<file path="src/rtl/countdown_timer_pkg.sv">
// countdown_timer_pkg
//   Shared types and constants for the seconds countdown engine.
//   - state_e      : FSM state encoding (IDLE, RUN, PAUSE, DONE)
//   - COUNT_W      : default width of the count and load value
//   - TICK_DIV_DEF : default system clock cycles per one-second tick
package countdown_timer_pkg;

    localparam int COUNT_W      = 5;
    localparam int TICK_DIV_DEF = 50000000;

    typedef enum logic [1:0] {
        IDLE  = 2'd0,
        RUN   = 2'd1,
        PAUSE = 2'd2,
        DONE  = 2'd3
    } state_e;

endpackage

</file>
<file path="src/rtl/countdown_timer_tick_prescaler.sv">
// tick_prescaler
//   Modulo-TICK_DIV cycle counter producing the one-second tick and the
//   half-second blink phase.
//   Ports:
//     clk    in   system clock
//     rst_n  in   synchronous active-low reset (count=0, half=1)
//     clr_i  in   synchronous clear to count 0 / half 1 (wins over en_i)
//     en_i   in   advance the counter this cycle; low holds everything
//     tick_o out  counter sits at its terminal value (TICK_DIV-1); the
//                 consumer qualifies it with its own enable so that no
//                 combinational path runs from en_i back to tick_o
//     half_o out  registered (count < TICK_DIV/2)
module tick_prescaler #(
    parameter int TICK_DIV = 4
) (
    input  logic clk,
    input  logic rst_n,
    input  logic clr_i,
    input  logic en_i,
    output logic tick_o,
    output logic half_o
);

    localparam int PW = (TICK_DIV > 1) ? $clog2(TICK_DIV) : 1;
    localparam logic [PW-1:0] LAST = PW'(TICK_DIV - 1);
    localparam logic [PW-1:0] HALF = PW'(TICK_DIV / 2);

    logic [PW-1:0] cnt_q, cnt_d;
    logic          half_q, half_d;

    assign tick_o = (cnt_q == LAST);
    assign half_o = half_q;

    always_comb begin
        cnt_d  = cnt_q;
        half_d = half_q;
        if (clr_i) begin
            cnt_d  = '0;
            half_d = 1'b1;
        end else if (en_i) begin
            cnt_d  = (cnt_q == LAST) ? '0 : cnt_q + PW'(1);
            // Blink tracks the value the counter is about to hold, so it
            // changes on the same edge as the counter.
            half_d = (cnt_d < HALF);
        end
    end

    always_ff @(posedge clk) begin
        if (!rst_n) begin
            cnt_q  <= '0;
            half_q <= 1'b1;
        end else begin
            cnt_q  <= cnt_d;
            half_q <= half_d;
        end
    end

endmodule

</file>
<file path="src/rtl/countdown_timer.sv">
// countdown_timer
//   Seconds countdown engine feeding the two-digit 7-segment display stage.
//   Ports:
//     clk      in   system clock, rising edge
//     rst_n    in   synchronous active-low reset
//     start    in   pulse: load load_val and begin counting
//     pause    in   level: freeze count and prescaler while high
//     clear    in   pulse: abort to IDLE
//     load_val in   initial seconds value, sampled on the start cycle
//     count    out  remaining seconds (registered)
//     blink    out  1 in first half of each second, 0 in second half
//     show     out  display enable (every state except IDLE)
//     done     out  one-cycle pulse when count reaches 0
//   Control priority each cycle: clear > start > pause > tick.
module countdown_timer #(
    parameter int TICK_DIV = countdown_timer_pkg::TICK_DIV_DEF,
    parameter int COUNT_W  = countdown_timer_pkg::COUNT_W
) (
    input  logic               clk,
    input  logic               rst_n,
    input  logic               start,
    input  logic               pause,
    input  logic               clear,
    input  logic [COUNT_W-1:0] load_val,
    output logic [COUNT_W-1:0] count,
    output logic               blink,
    output logic               show,
    output logic               done
);

    import countdown_timer_pkg::*;

    state_e             state_q, state_d;
    logic [COUNT_W-1:0] count_q, count_d;
    logic               done_q, done_d;
    logic               presc_clr, presc_en, presc_tick;

    tick_prescaler #(.TICK_DIV(TICK_DIV)) u_presc (
        .clk    (clk),
        .rst_n  (rst_n),
        .clr_i  (presc_clr),
        .en_i   (presc_en),
        .tick_o (presc_tick),
        .half_o (blink)
    );

    always_comb begin
        state_d   = state_q;
        count_d   = count_q;
        done_d    = 1'b0;
        presc_clr = 1'b0;
        presc_en  = 1'b0;
        if (clear) begin
            state_d   = IDLE;
            count_d   = '0;
            presc_clr = 1'b1;
        end else if (start) begin
            presc_clr = 1'b1;
            count_d   = load_val;
            if (load_val == '0) begin
                state_d = DONE;
                done_d  = 1'b1;
            end else begin
                state_d = RUN;
            end
        end else begin
            unique case (state_q)
                IDLE: presc_clr = 1'b1;
                // PAUSE with pause released behaves as a RUN cycle, so the
                // total stall equals exactly the number of paused cycles.
                RUN, PAUSE: begin
                    if (pause) begin
                        state_d = PAUSE;
                    end else begin
                        state_d  = RUN;
                        presc_en = 1'b1;
                        if (presc_tick && count_q != '0) begin
                            count_d = count_q - COUNT_W'(1);
                            if (count_q == COUNT_W'(1)) begin
                                state_d = DONE;
                                done_d  = 1'b1;
                            end
                        end
                    end
                end
                // Prescaler free-runs so the display keeps flashing "00".
                DONE: begin
                    presc_en = 1'b1;
                    count_d  = '0;
                end
                default: state_d = IDLE;
            endcase
        end
    end

    always_ff @(posedge clk) begin
        if (!rst_n) begin
            state_q <= IDLE;
            count_q <= '0;
            done_q  <= 1'b0;
        end else begin
            state_q <= state_d;
            count_q <= count_d;
            done_q  <= done_d;
        end
    end

    assign count = count_q;
    assign done  = done_q;
    assign show  = (state_q != IDLE);

endmodule

</file>
<file path="config.mk">
export PLATFORM = sky130hd
export DESIGN_NAME = countdown_timer
export DESIGN_NICKNAME = d
export VERILOG_FILES = /design/src/rtl/countdown_timer_pkg.sv /design/src/rtl/countdown_timer_tick_prescaler.sv /design/src/rtl/countdown_timer.sv
export SDC_FILE = /design/constraint.sdc
export NUM_CORES = 1
export LEC_CHECK = 0
export CORE_AREA = 2 2 68 70
export DETAILED_ROUTE_END_ITERATION = 10
export DIE_AREA = 0 0 70 72
export DONT_BUFFER_PORTS = 1
export GPL_TIMING_DRIVEN = 0
export MAX_ROUTING_LAYER = met4
export PLACE_DENSITY = 0.68
export SLEW_MARGIN = 20
export SYNTH_ARGS = -nofsm -noshare
export SYNTH_HDL_FRONTEND = slang
export SYNTH_SLANG_ARGS = --single-unit
</file>
<file path="constraint.sdc">
create_clock -name clk -period 2.6 [get_ports clk]
set_clock_uncertainty 0.1 [all_clocks]
set_input_delay 0.26 -clock clk [delete_from_list [all_inputs] [get_ports clk]]
set_output_delay 0.26 -clock clk [all_outputs]
set_load 0.02 [all_outputs]
</file>
* Yosys cells after proc, flatten, opt, wreduce, memory -nomap -nowiden
Cells that the tools add are included.
Cells by class: add/sub/neg operators 2, $mul 0, div/mod/pow operators 0, order comparisons 1, equal/unequal tests 7, shift-type cells 0, multiplexer cells 24, bitwise operators 1, reductions and logical operators 11
Operators by type and width (count):
- $add 26x1->26 const B | 1
- $eq 26x26->1 const B | 1
- $lt 26x25->1 const B | 1
- $mux 26 | 1
- $mux 5 | 3
- $mux 1 | 12
- $mux 2 | 6
- $pmux 5 s2 | 1
- $ne 3x3->1 const B | 2
- $reduce_or 2->1 | 3
- $eq 5x1->1 const B | 1
- $logic_not 5->1 | 1
- $reduce_bool 5->1 | 1
- $sub 5x1->5 const B | 1
- $eq 2x2->1 const B | 2
- $reduce_bool 2->1 | 2
- $reduce_and 3->1 | 1
- $reduce_bool 3->1 | 1
- $eq 2x1->1 const B | 1
- $logic_not 2->1 | 1
- $pmux 1 s2 | 1
- $logic_and 1x1->1 | 1
- $not 1->1 | 1
Storage, ports and cells: flip-flop bits (word level) 35, bits in latches 0, bits in writable memories 0, ROM bits 0, input bits 10, logic and storage cells 51, memories 0

* Depth between registers and ports, before layout
Gate-level depths: netlist (run 1).
word-level depth 6, mapped depth 9, gate-level depth less buffers 9

* By module
Synthesis (run 1) repeated with hierarchy kept, for this count alone.
Second synthesis, totals: cells, all modules 309, area total of the unflattened synthesis 2422.3 µm²
By module, submodules not included:
- tick_prescaler | times used 1, cells each 246, area an instance 1881.8 µm², sequential area each 540.5 µm²
- countdown_timer | times used 1, cells each 63, area an instance 540.5 µm², sequential area each 160.2 µm²

* Least setup slack after synthesis (run 1)
OpenSTA, ideal clock, no wires.
kind register to register, start register u_presc.cnt_q[0], end register u_presc.half_q, in the netlist u_presc.half_o, library setup time 81 ps, arrival 2163 ps, setup slack 256 ps, cell stages (with the launch flop) 9, buffers on the path 0, path through dfxtp_1 > ha_1 > nand3_2 > nor4_4 > or4b_4 > a221o_1 > o21ai_1 > a21oi_1 > a41oi_1
On the way: word-level cells in the longest chain between the ends 3, elaborated cells between the ends (all ways) 4
RTL lines:
- start: declaration | RTL line countdown_timer_tick_prescaler.sv:28 | logic [PW-1:0] cnt_q, cnt_d;
- start signal: assignment | RTL line countdown_timer_tick_prescaler.sv:53 | cnt_q <= cnt_d;
- $add 26x1->26 or $eq 26x26->1 (tied branches) | RTL line countdown_timer_tick_prescaler.sv:41 | cnt_d = (cnt_q == LAST) ? '0 : cnt_q + PW'(1);
- $mux 26 (*) | RTL line countdown_timer_tick_prescaler.sv:41
- $lt 26x25->1 (*) | RTL line countdown_timer_tick_prescaler.sv:44 | half_d = (cnt_d < HALF);
- end signal: assignment | RTL line countdown_timer_tick_prescaler.sv:54 | half_q <= half_d;
- end: declaration | RTL line countdown_timer_tick_prescaler.sv:29 | logic half_q, half_d;
Mark *: on every way between the ends. The rest lies on a longest branch, timed or not. A chain may end at the register's enable or synchronous reset.

* Final worst setup path (run 1)
Same ends and word-level chain as after synthesis.

==> flow_summary.yaml, run 1 <==
worst_setup_path:
  critPathSlowestCell: "or4b_4"
  critical_path_buf_inv_count: 0
  worstSetupEndpointType: "flop"
  r2r_end: "u_presc.half_o"
  critPathArrivalTime_ns: 2.66
  worstPathCellList: "ha_1 -> nand3_2 -> nor4_4 -> or4b_4 -> a221o_1 -> o21ai_1 -> a21oi_1 -> a41oi_1"
  cp_max_fo: 6
  critPathKind: "reg -> reg"
  r2r-start: "u_presc.cnt_q[0]"
  reg2reg_slack_ns: 0.05
  reg2regPathDepth: 8
  required_ns: 2.71
  critical-path-top-delay-family: "simple AND/OR/NAND/NOR gates"
  start_kind: "flop"
  cp_slowest_stage_delay_ns: 0.53
detailed_routing:
  dr_total_vias: 2379
  wl_per_cell_um: 17.3
  drc: 0
  first_pass_iters: 5
  avgViaCountPerCell: 6.54
  ant_nets: 0
  drtIter0Drc: 180
  totalWireLength_um: 6280
global_routing:
  antenna_found_initial: 0
  grtUsageTotal: 0.264
  gr-total-overflow: 0
  grt_max_degree: 11
  grt_pass1_vias: 2221
  grt_pass1_wl_um: 10400
sta:
  fin_crit_sh: 0.980
  drv_slew: 0
  fin_tns_setup_ns: 0
  fmax_mhz: 393
  fin_ws_ns: 0.0527
  setup_viol: 0
  hold_ws_ns: 0.0828
  worst_slew_pin_slew_ns: 0.617
  min_period_ns: 2.55
  relSlewSlack: 0.586
  finalHoldViolations: 0
  rsz0062_at_grt: "yes"
yosys:
  yosys_most_used_dff: "dfxtp_1"
  synth_cells: 302
  synthArstFlopShare: 0
  yosys.area.top_type: "dfxtp_1"
  synth_area_um2: 2320
  synth-seq-cells: 35
  yosysSeqAreaShare: 0.302
  yosys_warnings: 0
  syn-num-nets: 318
  synth-edff-count: 0
  synth.area.top_cells: "dfxtp_1 30%, a21oi_1 6.3%, nor2_1 4.9%"
  synth_top_cell_area_share: 0.302
  ys_types: 53
  synth.avg_cell_area_um2: 7.67
place:
  place_ws_ns: -0.570
  dpl-instance-area_um2: 2380
  place.gp.congestion: 0.967
  dp_hpwl_um: 4390
  dp_cells: 354
  port_buffers: 0
cts:
  cts_max_level: 2
  clkSlewWorstSetupHoldPaths_ns: 0.07
  clock_sinks: 35
  clk_latency_ns: 0.29
  cts_buffers: 5
  clockBufferDepth: 2
  cts_root_buf: "clkbuf_8"
  cts_hold_buf: 0
  cts_tree: "yes"
cells_and_area:
  regArea_um2: 701
  n_antenna_cell: 0
  final_cell_mix: "35 x dfxtp_1, 30 x nor2_1, 29 x a21oi_1"
  syn_to_final_growth_pct: 8.96
  final_common_cell: "dfxtp_1"
  layout.cells.non_filler: 364
  n_fill_cell: 413
  final_layout_size_suffix_gt1_frac: 0.119
  fin_nets: 328
  postLayoutCellArea_um2: 2520
  multi_input_area_um2: 1520
run_status:
  status: "finished, final reports clean"
flow_run:
  cap_violations: 0
power:
  vdd_ir_drop_max_mv: 0.277
  p_per_area_nw_per_um2: 415
  p_leak_nw: 0.840
floorplanning:
  die_w_um: 70
  dieHeight_um: 72
  die_area_um2: 5040
  rows: 24
  ios: 18
  coreArea_um2: 4260
  start_util: 0.543
hold_path:
  min_path_cells: 2
  hold_start: "load_val[3]"
  hold_path_end: "done"
  holdCritPathClass: "in -> reg"
-- kinds of logic (layout without fill, tap and decap cells) --
group	Yosys count	after routing	share of synthesized area
adder cells (fa/ha/maj)	6	6	0.0324
AND/OR/NAND/NOR	127	127	0.303
flip-flops	35	35	0.302
XOR/XNOR	17	17	0.0643
buffers and inverters	31	41	0.0545
AO/OA/AOI/OAI	86	86	0.243
-- flip-flops by register name (all words and copies together), names as in the netlist --
signal,count
count,5
done,1
u_presc.cnt_q,26
u_presc.half_o,1
state_q,2
-- repair_timing --
action / CTS / global route
gates cloned: 0 / 0
gates resized for setup: 6 / 3
endpoints found under the setup margin: 22 / 14
hold endpoints to repair: 0 / 0
pin swaps: 1 / 2
setup buffers: 0 / 3
-- routing by layer --
layer | routed length [um] | global-route usage | part of all wire
met5 | 0 | - | 0
met4 | 146 | 0.0833 | 0.023
met3 | 450 | 0.0444 | 0.072
met2 | 2920 | 0.432 | 0.46
met1 | 2770 | 0.338 | 0.44
-- layout make-up --
cell class | instances | area share
inverter | 9 | 0.0134
clock inverter | 1 | 0.00198
buffer | 22 | 0.0387
multi-input combinational | 236 | 0.601
tap | 52 | 0.0258
clock buffer | 6 | 0.0327
sequential | 35 | 0.278
timing repair buffer | 3 | 0.00892
-- worst reg2reg max path, delay by kind of cell, from the launching register on --
kind	cells	cell delay, ns
simple gates	3	1.02
compound gates	4	0.73
flops	1	0.37
fa+ha+maj	1	0.24
-- how the worst max path moves through the flow --
| stage | start | depth (start not counted) | slack (ns) | endpoint |
|---|---|---|---|---|
| floorplan | u_presc.cnt_q[0] | 8 | 0.26 | u_presc.half_o |
| global placement | state_q[1] | 9 | -0.55 | u_presc.cnt_q[13] |
| detailed placement | state_q[1] | 9 | -0.57 | u_presc.cnt_q[4] |
| CTS | u_presc.cnt_q[0] | 8 | 0.06 | u_presc.half_o |
| global route | u_presc.cnt_q[0] | 8 | -0.08 | u_presc.half_o |
| finish | u_presc.cnt_q[0] | 8 | 0.05 | u_presc.half_o |
-- metrics by stage --
step                      utilization  total power [mW]
after detailed placement        0.559             0.655
final                           0.592              1.05
after floorplan                     -             0.636
after CTS                       0.584              1.06
after global routing            0.592              1.09
after global placement          0.559             0.654
-- cell usage after synthesis, drive strengths merged (2+ instances only) --
master	count
dfxtp	35
a21oi	30
nor2	30
nand2	22
o21ai	19
clkbuf	18
nor3	16
nand4	12
xnor2	11
nand3	10
inv	9
a211oi	8
nor4	7
and4	6
ha	6
xor2	6
a22oi	5
or3	5
and3	4
buf	4
o221a	4
a211o	3
or2	3
a221o	2
a31oi	2
nand2b	2
nand3b	2
nor2b	2
nor4b	2
o31ai	2
-- report_power, final --
group | switching [mW] | internal (mW)
logic | 0.0572 | 0.0351
clock network | 0.194 | 0.208
registers | 0.0120 | 0.542
total | 0.263 | 0.785
No activity file was read; power rests on OpenSTA's default activity.
==> run 2: changes to the inputs <==
CAP_MARGIN = 0   (was unset)
==> results of run 2 <==
Final layout, timing and power as in run 1 (identical DEF).
